## config.mk

```make
export PLATFORM = sky130hd
export DESIGN_NAME = ch_est_cntrl_unit
export DESIGN_NICKNAME = d
export VERILOG_FILES = /design/src/rtl/ch_est_cntrl_unit.sv
export SDC_FILE = /design/constraint.sdc
export NUM_CORES = 1
export LEC_CHECK = 0
export ABC_AREA = 0
export BUFFER_PORTS_ARGS = -buffer_cell sky130_fd_sc_hd__buf_2
export CAP_MARGIN = 10
export CELL_PAD_IN_SITES_DETAIL_PLACEMENT = 1
export CELL_PAD_IN_SITES_GLOBAL_PLACEMENT = 1
export CORE_ASPECT_RATIO = 0.6
export CORE_MARGIN = 2
export CORE_UTILIZATION = 44
export CTS_CLUSTER_SIZE = 14
export DETAILED_ROUTE_END_ITERATION = 10
export HOLD_SLACK_MARGIN = 0.03
export PLACE_DENSITY = 0.9
export SLEW_MARGIN = 20
export SYNTH_ARGS = -nofsm -noshare
export SYNTH_HDL_FRONTEND = slang
export SYNTH_SLANG_ARGS = --single-unit
```

## constraint.sdc

```tcl
create_clock -name clk -period 7.3 [get_ports clk]
set_clock_uncertainty 0.15 [all_clocks]
set_input_delay 0 -clock clk [delete_from_list [all_inputs] [get_ports clk]]
set_output_delay 0 -clock clk [all_outputs]
set_load 0.02 [all_outputs]
```

## src/rtl/ch_est_cntrl_unit.sv

```systemverilog
// ch_est_cntrl_unit
//   Control unit of the NB-IoT channel-estimation block. For each subframe it
//   runs four 2-cycle pilot passes. Each pass reads the demapped pilots and the
//   generated NRS, and writes the products: passes 0/1 go to the product
//   memory and passes 2/3 to the average memory. It then steps the
//   frequency-interpolation datapath through a group-specific select/enable
//   sequence chosen by v_shift mod 3.
//
// Ports
//   clk, rst                  clock (rising edge), synchronous active-low reset
//   demap_ready, NRS_gen_ready  upstream data available; both must be high to
//                             start a pass
//   v_shift[2:0]              cell frequency shift; only v_shift mod 3 is used
//   col, nrs_index_addr, demap_read, rd_addr_nrs, est_ack_nrs
//                             pilot read side
//   addr_mem, mult_mem_en, avg_mem_en
//                             product/average memory side
//   est_ack_demap, valid_eqlz, en_reg_E/2E/5E, s1a/s1b/s2a/s2b, s_h1/s_h2, s_est
//                             interpolation datapath control
//   All outputs except s_est are registered.
module ch_est_cntrl_unit #(
    parameter int NRS_ADDR = 4
) (
    input  logic                clk,
    input  logic                rst,
    input  logic                demap_ready,
    input  logic                NRS_gen_ready,
    input  logic [2:0]          v_shift,
    output logic [3:0]          col,
    output logic [1:0]          nrs_index_addr,
    output logic                demap_read,
    output logic                est_ack_demap,
    output logic                est_ack_nrs,
    output logic [NRS_ADDR-1:0] rd_addr_nrs,
    output logic                valid_eqlz,
    output logic [1:0]          addr_mem,
    output logic                mult_mem_en,
    output logic                avg_mem_en,
    output logic                en_reg_E,
    output logic                en_reg_2E,
    output logic                en_reg_5E,
    output logic [2:0]          s1a,
    output logic [2:0]          s1b,
    output logic [2:0]          s2a,
    output logic [2:0]          s2b,
    output logic [1:0]          s_h1,
    output logic [1:0]          s_h2,
    output logic                s_est
);

    typedef enum logic [1:0] {IDLE, MULT_STORE, MULT_ADD} state_t;

    // Sequencer word: {s1a, s1b, s2a, s2b, s_h1, s_h2, valid, en_E, en_2E, en_5E}
    localparam logic [19:0] SEQ_DEF = {3'd7, 3'd7, 3'd7, 3'd7, 2'd0, 2'd0, 4'b0000};

    state_t              state_q, state_d;
    logic                cyc_q, cyc_d;          // 0: first pass cycle, 1: second
    logic [1:0]          pass_q, pass_d;
    logic [2:0]          p_q, p_d;
    logic                act_q, act_d;          // sequencer running
    logic [3:0]          j_q, j_d;
    logic [3:0]          col_q, col_d;
    logic [1:0]          addr_q, addr_d;
    logic [NRS_ADDR-1:0] rd_q, rd_d;
    logic                rd_en_q, rd_en_d;
    logic                mult_q, mult_d;
    logic                avg_q, avg_d;
    logic [19:0]         seq_q, seq_d;
    logic [1:0]          grp;
    logic [3:0]          last_j;

    always_comb begin
        case (v_shift)
            3'd0, 3'd3, 3'd6: grp = 2'd0;
            3'd1, 3'd4, 3'd7: grp = 2'd1;
            default:          grp = 2'd2;
        endcase
        case (grp)
            2'd0:    last_j = 4'd6;
            2'd1:    last_j = 4'd7;
            default: last_j = 4'd8;
        endcase
    end

    assign s_est = (grp == 2'd1);

    function automatic logic [19:0] seq_tbl(input logic [1:0] g, input logic [3:0] j);
        case ({g, j})
            // group A
            6'h00: seq_tbl = {3'd0, 3'd0, 3'd0, 3'd0, 2'd0, 2'd0, 4'b1000};
            6'h01: seq_tbl = {3'd1, 3'd0, 3'd1, 3'd1, 2'd0, 2'd0, 4'b1100};
            6'h02: seq_tbl = {3'd3, 3'd1, 3'd3, 3'd0, 2'd1, 2'd1, 4'b1010};
            6'h03: seq_tbl = {3'd3, 3'd1, 3'd3, 3'd3, 2'd3, 2'd0, 4'b1000};
            6'h04: seq_tbl = {3'd3, 3'd3, 3'd2, 3'd3, 2'd2, 2'd0, 4'b1000};
            6'h05: seq_tbl = {3'd2, 3'd2, 3'd2, 3'd2, 2'd3, 2'd3, 4'b1001};
            6'h06: seq_tbl = {3'd7, 3'd7, 3'd7, 3'd7, 2'd1, 2'd2, 4'b0000};
            // group B
            6'h10: seq_tbl = {3'd7, 3'd7, 3'd6, 3'd6, 2'd0, 2'd0, 4'b0000};
            6'h11: seq_tbl = {3'd7, 3'd7, 3'd4, 3'd4, 2'd0, 2'd0, 4'b1010};
            6'h12: seq_tbl = {3'd6, 3'd6, 3'd0, 3'd0, 2'd1, 2'd1, 4'b1000};
            6'h13: seq_tbl = {3'd3, 3'd1, 3'd0, 3'd0, 2'd1, 2'd2, 4'b1000};
            6'h14: seq_tbl = {3'd0, 3'd0, 3'd3, 3'd0, 2'd0, 2'd2, 4'b1000};
            6'h15: seq_tbl = {3'd3, 3'd3, 3'd3, 3'd3, 2'd1, 2'd3, 4'b1100};
            6'h16: seq_tbl = {3'd7, 3'd7, 3'd2, 3'd2, 2'd3, 2'd2, 4'b1000};
            6'h17: seq_tbl = {3'd7, 3'd7, 3'd7, 3'd7, 2'd2, 2'd0, 4'b0000};
            // group C
            6'h20: seq_tbl = {3'd7, 3'd7, 3'd1, 3'd4, 2'd0, 2'd0, 4'b0000};
            6'h21: seq_tbl = {3'd4, 3'd0, 3'd6, 3'd6, 2'd0, 2'd0, 4'b0001};
            6'h22: seq_tbl = {3'd5, 3'd4, 3'd4, 3'd4, 2'd0, 2'd0, 4'b1110};
            6'h23: seq_tbl = {3'd5, 3'd4, 3'd0, 3'd0, 2'd3, 2'd0, 4'b1000};
            6'h24: seq_tbl = {3'd6, 3'd6, 3'd0, 3'd0, 2'd0, 2'd0, 4'b1000};
            6'h25: seq_tbl = {3'd3, 3'd1, 3'd3, 3'd0, 2'd3, 2'd1, 4'b1000};
            6'h26: seq_tbl = {3'd3, 3'd1, 3'd3, 3'd3, 2'd3, 2'd0, 4'b1000};
            6'h27: seq_tbl = {3'd3, 3'd3, 3'd7, 3'd7, 2'd2, 2'd2, 4'b1000};
            6'h28: seq_tbl = {3'd7, 3'd7, 3'd7, 3'd7, 2'd1, 2'd3, 4'b0000};
            default: seq_tbl = SEQ_DEF;
        endcase
    endfunction

    always_comb begin
        state_d = state_q;
        cyc_d   = cyc_q;
        pass_d  = pass_q;
        p_d     = p_q;
        act_d   = 1'b0;
        j_d     = 4'd0;
        col_d   = col_q;
        addr_d  = addr_q;
        rd_d    = rd_q;
        rd_en_d = 1'b0;
        mult_d  = 1'b0;
        avg_d   = 1'b0;
        seq_d   = SEQ_DEF;

        case (state_q)
            IDLE: begin
                if (demap_ready && NRS_gen_ready) begin
                    state_d = (pass_q < 2'd2) ? MULT_STORE : MULT_ADD;
                    cyc_d   = 1'b0;
                end
            end
            default: begin
                if (!cyc_q) begin
                    cyc_d = 1'b1;
                end else begin
                    state_d = IDLE;
                    cyc_d   = 1'b0;
                    pass_d  = pass_q + 2'd1;
                end
            end
        endcase

        // Pass outputs are computed from the next state so they line up with
        // the cycles the FSM spends in MULT_STORE / MULT_ADD.
        if (state_d != IDLE) begin
            rd_en_d = 1'b1;
            addr_d  = p_q[1:0];
            rd_d    = NRS_ADDR'({p_q, 1'b0});
            p_d     = p_q + 3'd1;
            case (pass_q)
                2'd0:    col_d = 4'd5;
                2'd1:    col_d = 4'd6;
                2'd2:    col_d = 4'd12;
                default: col_d = 4'd13;
            endcase
            mult_d = cyc_d && (state_d == MULT_STORE);
            avg_d  = cyc_d && (state_d == MULT_ADD);
        end

        // Step 0 lands on the second cycle of pass 3; the FSM does not wait
        // for the sequencer.
        if ((state_d != IDLE) && cyc_d && (pass_q == 2'd3)) begin
            act_d = 1'b1;
            j_d   = 4'd0;
        end else if (act_q && (j_q != last_j)) begin
            act_d = 1'b1;
            j_d   = j_q + 4'd1;
        end
        if (act_d) seq_d = seq_tbl(grp, j_d);
    end

    always_ff @(posedge clk) begin
        if (!rst) begin
            state_q <= IDLE;
            cyc_q   <= 1'b0;
            pass_q  <= 2'd0;
            p_q     <= 3'd0;
            act_q   <= 1'b0;
            j_q     <= 4'd0;
            col_q   <= 4'd0;
            addr_q  <= 2'd0;
            rd_q    <= '0;
            rd_en_q <= 1'b0;
            mult_q  <= 1'b0;
            avg_q   <= 1'b0;
            seq_q   <= SEQ_DEF;
        end else begin
            state_q <= state_d;
            cyc_q   <= cyc_d;
            pass_q  <= pass_d;
            p_q     <= p_d;
            act_q   <= act_d;
            j_q     <= j_d;
            col_q   <= col_d;
            addr_q  <= addr_d;
            rd_q    <= rd_d;
            rd_en_q <= rd_en_d;
            mult_q  <= mult_d;
            avg_q   <= avg_d;
            seq_q   <= seq_d;
        end
    end

    assign col            = col_q;
    assign nrs_index_addr = addr_q;
    assign addr_mem       = addr_q;
    assign rd_addr_nrs    = rd_q;
    assign demap_read     = rd_en_q;
    assign est_ack_nrs    = rd_en_q;
    assign mult_mem_en    = mult_q;
    assign avg_mem_en     = avg_q;
    assign est_ack_demap  = act_q;
    assign {s1a, s1b, s2a, s2b, s_h1, s_h2, valid_eqlz, en_reg_E, en_reg_2E, en_reg_5E} = seq_q;

endmodule

```

==> Word level (Yosys, flattened, before mapping) <==
Memories as Yosys holds them, arrays and structs flattened. A register that Yosys moved wholly into a read port is not among the register bits.
Cells that the tools add are included.
{ "op_classes": {"addsub": 3, "n_lt_le_gt_ge": 1, "n_eq_ne": 12, "mux": 15, "bitwise": 1, "n_reduce_logical": 17} }
{ "ops": {"columns": ["cell", "count"], "rows": [
  ["4-bit one-hot mux with 3 select lines", 1],
  ["3-bit == test (second input constant)", 3],
  ["2-bit 2-to-1 mux", 4],
  ["4-bit 2-to-1 mux", 2],
  ["4-bit one-hot mux with 2 select lines", 1],
  ["2-bit by 1-bit == test with 1-bit output (second input constant)", 3],
  ["2-bit == test (second input constant)", 3],
  ["1-bit logical AND", 6],
  ["2-bit logical NOT", 3],
  ["1-bit 2-to-1 mux", 6],
  ["2-bit AND reduction", 3],
  ["3-bit OR reduction", 2],
  ["4-bit by 1-bit adder with 4-bit output (second input constant)", 1],
  ["4-bit inequality test", 1],
  ["2-bit one-hot mux with 2 select lines", 1],
  ["3-bit by 1-bit adder with 3-bit output (second input constant)", 1],
  ["3-bit by 1-bit == test with 1-bit output (second input constant)", 1],
  ["3-bit by 2-bit == test with 1-bit output (second input constant)", 1],
  ["3-bit logical NOT", 1],
  ["2-bit by 1-bit adder with 2-bit output (second input constant)", 1],
  ["2-bit < comparator (second input constant)", 1],
  ["2-bit nonzero test", 1],
  ["1-bit logical NOT", 1],
  ["1-bit inverter", 1]
]} }
{ "word_totals": {"register_bits": 25, "rom_bits": 1280, "wordCells": 62, "memories": 1} }
{ "mem_list": {"columns": ["memory", "words", "word_bits", "rd", "rd_clocked_by_memory_dff", "write_ports", "line", "text"], "rows": [
  ["(name not given)", 64, 20, 1, 1, 0, "88", "case ({g, j})"]
]} }

==> Depth between registers and ports, before layout <==
{ "depth": {"word_depth": 11, "mapped_depth": 13, "ltp_nobuf": 12} }

==> Least setup slack after synthesis <==
No wires, ideal clock.
{ "synth_timing": {"path_kind": "reg-to-reg", "from": "reg j_q[2]", "to": "reg seq_q[13]", "setup_ns": 0.132, "arrival_time_ns": 2.253, "t_required_ns": 7.018, "path_slack_ns": 4.764, "path_stages_with_launch": 13, "path_buffers": 0, "synth_period_minus_slack_ns": 2.536, "path_cell_list": "dfxtp_1 and3b_1 a32oi_1 o2bb2ai_2 nand3_1 inv_1 ha_1 nand2_1 o2111ai_1 a21oi_1 nor2_1 a221oi_1 o21ai_1"} }
{ "synth_between": {"elab_cells_between_ends": 9, "classes_between": "add/sub: 1; eq/ne: 1; mux: 4; reduce/logical: 3"} }
{ "synth_rtl": {"columns": ["item", "line", "text"], "rows": [
  ["start: declaration", "61", "logic [3:0] j_q, j_d;"],
  ["start signal: assignment", "203", "j_q <= j_d;"],
  ["4-bit inequality test", "175", "end else if (act_q && (j_q != last_j)) begin"],
  ["1-bit logical AND", "175", null],
  ["4-bit 2-to-1 mux", "175", null],
  ["4-bit 2-to-1 mux", "172", "if ((state_d != IDLE) && cyc_d && (pass_q == 2'd3)) begin"],
  ["named net j_d[1]", "61", null],
  ["end: declaration", "68", "logic [19:0] seq_q, seq_d;"]
]} }
The timed path passes the listed nets, and every way through them passes these cells.
A chain may end at the register's enable or synchronous reset.

==> Worst setup path after layout <==
{ "layout_timing": {"from": "reg j_q[3]", "to": "reg seq_q[13]"} }
The elaborated chain is that of the path after synthesis.

==> results.cfg <==
[logic_synthesis]
synth_warnings = 0
synth_area_sq_um = 2392
syn_avg_cell_area_sq_um = 8.221
synth-main-ff-cell = dfxtp_1
ys_async_sr_fraction = 0
ys_types = 55
ys_seq_area_frac = 0.3598
synth_area_leaders = dfxtp_1 (36%), ha_1 (6.8%), nor2_1 (6.1%), a21oi_1 (4.8%), nand2_1 (4.6%)
yosysMostFrequentCell = dfxtp_1
syn_inst = 291
synth_edf_count = 0
yosys.area.top_type = dfxtp_1
synth_nets = 311
synth-seq-cells = 43
synthTopCellsByCount = dfxtp_1 (43), nor2_1 (39), nand2_1 (29)
synth_top_area_frac = 0.3598

[floorplanning]
die_h_um = 61.12
ios = 45
die_area_sq_um = 6062
start_util = 0.4641
core-area_sq_um = 5155
fp.dieW_um = 99.20
core.rowCount = 20

[sta]
min_period_ps = 3551
max-slew-margin-rel = 0.4101
hold_viol = 0
tightest_slew_ps = 884.8
whs_ps = 169.4
rsz0062_at_grt = false
fin_crit_sh = 0.4865
final.setup.tns_ps = 0
finalMaxSlewViolations = 0
max_freq_ghz = 0.2816
setup_viol_count_final = 0

[place]
port_buffers = 43
hpwl_mm = 5.212
gp_congestion = 0.9697

[detailed_routing]
drc = 0
viasPerCell = 5.916
wl_met2_mm = 3.164
post_drt_wl_per_cell_um = 19.05
wl_met3_um = 804
postRouteAntennaNets = 0
route.vias.total = 2319
wirelength_mm = 7.466
drt-met1-wl_mm = 3.373
top_layer_used = met4
drt_iter0_drc = 196
drtPass1Iterations = 5

[final_layout]
syn_to_final_growth_pct = 13.91
diodes = 0
nNetsFinal = 346
drive_gt1_frac = 0.1871

[power_and_ir_drop]
irDropWorstVdd_uv = 71.73
powerDensity_nw_per_um2 = 182.2
static-leakage-power_nw = 1.154

[clock_tree]
insertion_delay_ps = 310
cts_buffer_depth = 2
cts_hold_buffers = 4
clock-root-buffer = clkbuf_8
clkTransAtPathRegs_ps = 90
cts_buffers = 5
cts-resized-gates = 0
cts_sinks = 43
cts_tree = built
cts_setup_buffers = 0
cts_max_level = 2

[hold_path]
hold_path.class = in -> reg

[critical_path]
arrival_ps = 3590
end_kind = register
startpoint_type = register
critPathKind = reg -> reg
worstPathMaxFanout = 7
crit_required_ps = 7340

[global_routing]
grtUsageTotal = 0.2585
antenna_found_initial = 0
grt-ovfl-total = 0
grt_pass1_wl_mm = 11.67
grt_pass1_vias = 2233
grt_max_degree = 25

[job]
maxCapViolCount = 0

[status]
status = finished, final reports clean
[layer usage]
layer  vias up  track usage
li1       1085            -
met1      1103       0.3463
met2       114       0.3929
met3        17      0.08854
met4         0      0.09785
met5         -            0
[flip-flops by register name, indices dropped and copies added, names as in the netlist]
name	count
seq_q	20
col	4
j_q	4
p_q	3
pass_q	2
rd_addr_nrs	2
state_q	2
addr_mem	1
avg_mem_en	1
cyc_q	1
demap_read	1
est_ack_demap	1
mult_mem_en	1
[worst paths after layout]
check,startpoint,end,slack (ps),cells past startpoint
worst min register to register,col[2],col[2],340,2
worst min-delay path,v_shift[2],seq_q[2],170,5
worst max-delay path,j_q[3],seq_q[13],3750,12
worst max register to register,j_q[3],seq_q[13],3750,12
[where the power goes]
group	total [mW]	internal [mW]	switching, mW	leakage, nW
Sequential	0.245	0.240	0.00459	0.349
Combinational	0.0694	0.0247	0.0446	0.754
Clock	0.182	0.100	0.0821	0.0513
[worst max-delay path: stages (launching register included)]
cell	delay [ps]
dfxtp_1	390
nor3b_1	400
a32oi_1	210
nand2_1	330
a21o_1	380
inv_1	150
ha_1	350
nand2_1	100
o2111ai_1	170
a21oi_1	220
nor2_1	70
a221oi_1	400
o21ai_1	110
[layout by cell type, fill, tap and decap left out, types with 9 or more instances in the layout]
cell,n
mux2i_1,9
nand3_1,9
buf_2,43
nor2_1,39
o21ai_0,10
a21oi_1,23
inv_1,10
ha_1,13
dfxtp_1,43
nand2_1,29
[cells by family (layout without fill, tap and decap cells)]
family          Yosys count  count (layout)  synth area share
buf+inv                  33              68           0.07375
xor+xnor                  8               8           0.02929
mux                       9               9           0.03766
flops                    43              43            0.3598
compound gates           77              77            0.2228
simple gates            107             107            0.2071
fa+ha+maj                13              13           0.06799
other cells               1               1          0.001568
[final cells by class]
class                      count  area (sq um)
inverter                      11         46.29
clock buffer                   6         72.57
timing repair buffer          50         277.8
tap                           66         82.58
clock inverter                 1         30.03
multi-input combinational    215          1355
sequential                    43         860.8
fill                         637          2430
[through the flow]
step / util / total power [mW] / worst slack [ps] / instances / cell area [sq um]
3_5_place_dp: 0.5010 / 0.3152 / 3937 / 381 / 2582
6_report: 0.5286 / 0.4965 / 3749 / 392 / 2725
4_1_cts: 0.5286 / 0.4987 / 3861 / 392 / 2725
5_1_grt: 0.5286 / 0.5154 / 3492 / 392 / 2725
2_1_floorplan: - / 0.2978 / 4764 / 291 / 2392
3_3_place_gp: 0.5010 / 0.3124 / 4076 / 381 / 2582
Power figures use the tool's default switching activity.
